--- config.mk ---
export PLATFORM = sky130hd
export DESIGN_NAME = dmem_store_buffer
export DESIGN_NICKNAME = d
export VERILOG_FILES = /design/src/rtl/soc_mem_pkg.sv /design/src/rtl/sb_fwd_merge.sv /design/src/rtl/dmem_store_buffer.sv
export SDC_FILE = /design/constraint.sdc
export NUM_CORES = 1
export LEC_CHECK = 0
export CORE_ASPECT_RATIO = 1.25
export CORE_MARGIN = 3
export CORE_UTILIZATION = 50
export DETAILED_ROUTE_END_ITERATION = 10
export PLACE_DENSITY = 0.72
export SLEW_MARGIN = 20
export SYNTH_ARGS = -nofsm -noshare
export SYNTH_HDL_FRONTEND = slang
export SYNTH_SLANG_ARGS = --single-unit
--- constraint.sdc ---
create_clock -name clk -period 6.6 [get_ports clk]
set_clock_uncertainty 0.05 [all_clocks]
set_input_delay 1.32 -clock clk [delete_from_list [all_inputs] [get_ports clk]]
set_output_delay 1.32 -clock clk [all_outputs]
set_load 0.01 [all_outputs]
--- src/rtl/soc_mem_pkg.sv ---
// Shared memory-subsystem types and constants.
//   ADDR_W / DATA_W / MASK_W : byte address, data word and byte-enable widths
//   WADDR_W                  : word address width (byte address without bits [1:0])
//   sb_entry_t               : one buffered store {word addr, data, byte mask}
//   port_sel_e               : owner of the shared dcache port in a given cycle
//   ptr_inc()                : circular pointer increment with wrap at depth
package soc_mem_pkg;

    localparam int unsigned ADDR_W  = 32;
    localparam int unsigned DATA_W  = 32;
    localparam int unsigned MASK_W  = DATA_W / 8;
    localparam int unsigned WADDR_W = ADDR_W - 2;

    typedef struct packed {
        logic [WADDR_W-1:0] addr;
        logic [DATA_W-1:0]  data;
        logic [MASK_W-1:0]  mask;
    } sb_entry_t;

    typedef enum logic [1:0] {
        PortIdle,
        PortLoad,
        PortDrain
    } port_sel_e;

    function automatic int unsigned ptr_inc(int unsigned ptr, int unsigned depth);
        return (ptr + 32'd1 == depth) ? 32'd0 : ptr + 32'd1;
    endfunction

endpackage

--- src/rtl/sb_fwd_merge.sv ---
// Byte-wise store-to-load forwarding for the store buffer (purely combinational).
//   entries     : buffered store array
//   valid       : per-slot pending flag
//   rd_ptr      : slot of the oldest pending store
//   ld_waddr    : word address of the load
//   cache_rdata : data returned by the dcache for the load
//   merged      : cache data with each byte overridden by the youngest matching store
module sb_fwd_merge
    import soc_mem_pkg::*;
#(
    parameter int unsigned DEPTH = 4,
    parameter int unsigned PTR_W = $clog2(DEPTH)
) (
    input  sb_entry_t          entries [DEPTH],
    input  logic [DEPTH-1:0]   valid,
    input  logic [PTR_W-1:0]   rd_ptr,
    input  logic [WADDR_W-1:0] ld_waddr,
    input  logic [DATA_W-1:0]  cache_rdata,
    output logic [DATA_W-1:0]  merged
);

    // Walk from oldest to youngest so later matches overwrite earlier ones.
    always_comb begin
        logic [PTR_W-1:0] idx;
        idx    = '0;
        merged = cache_rdata;
        for (int k = 0; k < int'(DEPTH); k++) begin
            idx = rd_ptr + PTR_W'(k);
            for (int b = 0; b < int'(MASK_W); b++) begin
                if (valid[idx] && (entries[idx].addr == ld_waddr) && entries[idx].mask[b]) begin
                    merged[8*b +: 8] = entries[idx].data[8*b +: 8];
                end
            end
        end
    end

endmodule

--- src/rtl/dmem_store_buffer.sv ---
// Posted-write buffer between the core data port and the dcache.
//   clk, rst          : rising-edge clock, asynchronous active-low reset
//   core_wr_req/rd_req: core store / load requests sharing core_addr
//   core_wdata/mask   : store data and byte enables
//   core_rdata        : load data, cache data merged with pending stores
//   stall             : store refused because the buffer is full
//   sb_empty          : no pending stores (fence)
//   cache_*           : single dcache port; loads win, otherwise the head store drains
module dmem_store_buffer
    import soc_mem_pkg::*;
#(
    parameter int unsigned DEPTH = 4
) (
    input  logic              clk,
    input  logic              rst,
    input  logic              core_wr_req,
    input  logic              core_rd_req,
    input  logic [ADDR_W-1:0] core_addr,
    input  logic [DATA_W-1:0] core_wdata,
    input  logic [MASK_W-1:0] core_wr_mask,
    output logic [DATA_W-1:0] core_rdata,
    output logic              stall,
    output logic              sb_empty,
    output logic              cache_wr_req,
    output logic [MASK_W-1:0] cache_wr_mask,
    output logic [ADDR_W-1:0] cache_addr,
    output logic [DATA_W-1:0] cache_wdata,
    input  logic [DATA_W-1:0] cache_rdata
);

    localparam int unsigned PTR_W = $clog2(DEPTH);
    localparam int unsigned CNT_W = PTR_W + 1;

    sb_entry_t          entries_q [DEPTH];
    logic [PTR_W-1:0]   wr_ptr_q, wr_ptr_d;
    logic [PTR_W-1:0]   rd_ptr_q, rd_ptr_d;
    logic [CNT_W-1:0]   count_q, count_d;
    logic [DEPTH-1:0]   valid;
    logic               full;
    logic               push;
    logic               pop;
    port_sel_e          port_sel;
    sb_entry_t          head;

    assign full     = (count_q == CNT_W'(DEPTH));
    assign sb_empty = (count_q == '0);
    assign stall    = core_wr_req && full;
    // A full buffer refuses the store even if the head drains this cycle.
    assign push     = core_wr_req && !full;
    assign pop      = (port_sel == PortDrain);
    assign head     = entries_q[rd_ptr_q];

    // Slot i is pending when its distance from rd_ptr is below count.
    always_comb begin
        logic [PTR_W-1:0] offset;
        offset = '0;
        valid  = '0;
        for (int i = 0; i < int'(DEPTH); i++) begin
            offset   = PTR_W'(i) - rd_ptr_q;
            valid[i] = (CNT_W'(offset) < count_q);
        end
    end

    always_comb begin
        if (core_rd_req) begin
            port_sel = PortLoad;
        end else if (!sb_empty) begin
            port_sel = PortDrain;
        end else begin
            port_sel = PortIdle;
        end
    end

    always_comb begin
        cache_wr_req  = 1'b0;
        cache_addr    = core_addr;
        cache_wdata   = '0;
        cache_wr_mask = '0;
        unique case (port_sel)
            PortDrain: begin
                cache_wr_req  = 1'b1;
                cache_addr    = {head.addr, 2'b00};
                cache_wdata   = head.data;
                cache_wr_mask = head.mask;
            end
            PortLoad, PortIdle: begin
            end
            default: begin
            end
        endcase
    end

    always_comb begin
        wr_ptr_d = push ? PTR_W'(ptr_inc(32'(wr_ptr_q), DEPTH)) : wr_ptr_q;
        rd_ptr_d = pop  ? PTR_W'(ptr_inc(32'(rd_ptr_q), DEPTH)) : rd_ptr_q;
        count_d  = count_q;
        unique case ({push, pop})
            2'b10:   count_d = count_q + CNT_W'(1);
            2'b01:   count_d = count_q - CNT_W'(1);
            default: count_d = count_q;
        endcase
    end

    always_ff @(posedge clk or negedge rst) begin
        if (!rst) begin
            wr_ptr_q <= '0;
            rd_ptr_q <= '0;
            count_q  <= '0;
        end else begin
            wr_ptr_q <= wr_ptr_d;
            rd_ptr_q <= rd_ptr_d;
            count_q  <= count_d;
        end
    end

    // Payload needs no reset: valid is derived from the pointers and count.
    always_ff @(posedge clk) begin
        if (push) begin
            entries_q[wr_ptr_q] <= '{addr: core_addr[ADDR_W-1:2],
                                     data: core_wdata,
                                     mask: core_wr_mask};
        end
    end

    sb_fwd_merge #(
        .DEPTH (DEPTH)
    ) u_fwd_merge (
        .entries     (entries_q),
        .valid       (valid),
        .rd_ptr      (rd_ptr_q),
        .ld_waddr    (core_addr[ADDR_W-1:2]),
        .cache_rdata (cache_rdata),
        .merged      (core_rdata)
    );

endmodule

==> results_dict.tcl <==
set metrics [dict create \
    outcome "completed" \
    synth_edf_count 264 \
    async_reset_ff_share_pct 2.58 \
    grt.overflow.total 0 \
    finalPower_mw 10.7 \
    hold_viol 0 \
    cp.depth 14 \
    p_sw_mw 4.13 \
    p_per_area_nw_per_um2 460 \
    synth_nets 1532 \
    htree_levels 1 \
    drtIter0Drc 1231 \
    post-route-period-util_pct 97.6 \
    multi_input_area_um2 10400 \
    start_util_pct 50.9 \
    seqCellArea_um2 8110 \
    crit_path_max_fanout 36 \
    crit_path_end_kind "output port" \
    setup_viol 0 \
    post-place-cells 2054 \
    die-area_um2 41400 \
    io_buffers 206 \
    critPathKind "reg -> out" \
    cpMaxStageDelayCell "clkdlybuf4s50_1" \
    power_frac_clock_pct 15.5 \
    max_stage_delay_ns 0.59 \
    final_common_cell "edfxtp_1" \
    cts_root_buf "clkbuf_16" \
    gr-usage-all-layers_pct 25.5 \
    layout_setup_ws_ns 0.160 \
    rows 80 \
    power_frac_comb_pct 60.5 \
    worstMarginPinSlew_ns 0.951 \
    vias 13800 \
    intPower_mw 6.56 \
    ys_seq_area_share_pct 41.6 \
    nNetsFinal 1716 \
    fmax_mhz 155 \
    endpoint "core_rdata[6]" \
    mostFrequentLayoutCells "edfxtp_1 (264), mux4_2 (237), clkdlybuf4s50_1 (206), inv_1 (111), nand2_1 (92)" \
    worstSetupStartpoint "rd_ptr_q[1]$_DFFE_PN0P_" \
    synthFlopType "edfxtp_1" \
    syn_avg_cell_area_um2 13.8 \
    drt_wl_total_um 54100 \
    drv_cap 0 \
    fin_util_pct 60.6 \
    ys_types 65 \
    area_growth_pct 19.2 \
    core_um2 38300 \
    ys_ff_latch 271 \
    finalMaxSlewViolations 0 \
    cts_max_path_buffers 3 \
    grt_start_max_net_pins 129 \
    start_kind "register" \
    pre_cts_ws_ns 0.185 \
    numCtsBuffers 29 \
    ios 207 \
    reg2reg_slack_ns 3.64 \
    p_leak_nw 8.10 \
    cp_cell_sequence "ha_4, buf_4, ha_1, mux2i_1, o31ai_1, a221o_1, or4_4, nor3_4, buf_12, and3_1, a211o_1, nand3b_1, o221ai_1, clkdlybuf4s50_1" \
    grt_pass1_wl_um 81700 \
    regToRegStartpoint "count_q[2]$_DFFE_PN0P_" \
    syn_area_um2 19500 \
    worst-endpoint-required_ns 5.23 \
    post_drt_wl_per_cell_um 25.6 \
    num-fill-cells 2973 \
    drc 0 \
    path_delay_family "simple AND/OR/NAND/NOR gates" \
    cp.arrival_ns 5.07 \
    drtAntennaViolNets 0 \
    die_x_um 183 \
    synth_warnings 0 \
    slew_headroom_pct 36.5 \
    drive_gt1_share_pct 24.2 \
    grt_pass1_vias 13700 \
    clock_sinks 271 \
    holdPathStages 1 \
    place_congestion 0.975 \
    antenna_found_initial 1 \
    place_hpwl_um 36900 \
    fin_cells 2114 \
    rsz0062_at_grt "false" \
    worstReg2RegEnd "count_q[2]$_DFFE_PN0P_" \
    final.min_clock_period_ns 6.44 \
    vias_per_cell 6.54 \
    dr.pass1.iters 5 \
    cp_num_buf_inv 3 \
    synthCells 1417 \
    hold_buffers 0 \
    cts_tree "done" \
    seqPwrFrac_pct 24.0 \
    peakVddDrop_uv 334 \
    reg2reg_depth 9 \
    clk_latency_ns 0.55 \
    min_path_type "reg -> reg" \
    setup_tns_ns 0 \
    clk_pin_slew_ns 0.06 \
    die_y_um 227 \
    netSwitchingFraction_pct 38.6 \
]
[metal layers]
metal / global-route usage [%] / vias to the layer above / wire [um]
li1: - / 6025 / -
met1: 33.2 / 7116 / 20700
met2: 45.3 / 589 / 27900
met3: 2.65 / 97 / 3600
met4: 7.67 / 2 / 1770
met5: 0 / - / 13
[worst min path at each step]
stage                             from                 endpoint  slack, ns
2_1_floorplan  wr_ptr_q[0]$_DFFE_PN0P_  wr_ptr_q[0]$_DFFE_PN0P_       0.48
3_3_place_gp   wr_ptr_q[0]$_DFFE_PN0P_  wr_ptr_q[0]$_DFFE_PN0P_       0.50
3_5_place_dp   wr_ptr_q[0]$_DFFE_PN0P_  wr_ptr_q[0]$_DFFE_PN0P_       0.51
4_1_cts        wr_ptr_q[0]$_DFFE_PN0P_  wr_ptr_q[0]$_DFFE_PN0P_       0.52
5_1_grt        wr_ptr_q[1]$_DFFE_PN0P_  wr_ptr_q[1]$_DFFE_PN0P_       0.55
6_report       wr_ptr_q[0]$_DFFE_PN0P_  wr_ptr_q[0]$_DFFE_PN0P_       0.52
[synthesized netlist by cell type, types with 3 or more instances]
library cell,number,area share [%]
mux2_2,10,0.58
edfxtp_1,264,41
or2b_1,15,0.58
a21oi_1,6,0.15
nand2b_1,22,0.71
o22ai_1,7,0.22
nor4_2,5,0.32
buf_4,8,0.31
xnor2_1,87,3.9
o221ai_1,35,1.6
ha_1,10,0.64
nor3b_2,3,0.19
buf_2,31,0.80
a211o_1,34,1.5
inv_1,111,2.1
mux2i_1,68,3.5
nor4_1,10,0.32
dfrtp_1,7,0.90
a22oi_1,4,0.15
mux4_2,237,27
and3_1,11,0.35
clkbuf_1,43,0.83
o32ai_1,4,0.18
nand3_2,5,0.26
buf_6,12,0.69
o2bb2ai_1,3,0.13
nor3_1,9,0.23
a2111oi_0,3,0.13
o2111ai_1,4,0.18
buf_1,22,0.42
nand4_1,16,0.51
nand2_1,96,1.8
nand3b_1,32,1.2
and2_1,43,1.4
xor2_1,27,1.2
nand3_1,8,0.21
a31oi_1,33,1.1
nor2_1,18,0.35
o21ai_0,19,0.49
[registers in the layout, summed over array words and instances (netlist names)]
signal     flops
count_q        3
entries_q    264
rd_ptr_q       2
wr_ptr_q       2
[final cells by class]
type	count	share of cell area, %
multi-input cells	915	44.8
flip-flops and latches	271	34.9
repair buffers	271	11.6
clock buffers	35	3.35
well taps	492	2.65
inverters	113	1.82
clock inverters	16	0.807
diodes	1	0.0108
[power groups by stage]
stage / clock (mW) / combinational (mW) / sequential [mW]
floorplan: 0 / 4.74 / 2.50
global placement: 0 / 6.23 / 2.55
detailed placement: 0 / 6.28 / 2.59
CTS: 1.68 / 6.31 / 2.56
global route: 1.76 / 6.91 / 2.61
finish: 1.66 / 6.47 / 2.57
[logic make-up after synthesis]
logic type,after synthesis,synth area share [%]
simple gates,303,8.92
fa+ha+maj,11,0.744
buf+inv,231,5.38
flops,271,41.6
compound gates,171,6.71
xor+xnor,114,5.12
mux,316,31.6
[timing repair]
action                     CTS  global route
setup endpoints to repair    0            32
buffers inserted             0             6
gates resized for setup      0            13
[per-stage QoR]
stage / instance area, um^2 / hold WS [ns]
after CTS: 23100 / 0.521
after global placement: 22100 / 0.502
after floorplan: 19500 / 0.477
final: 23200 / 0.517
after detailed placement: 22100 / 0.508
after global routing: 23200 / 0.555
Power figures use the tool's default switching activity.
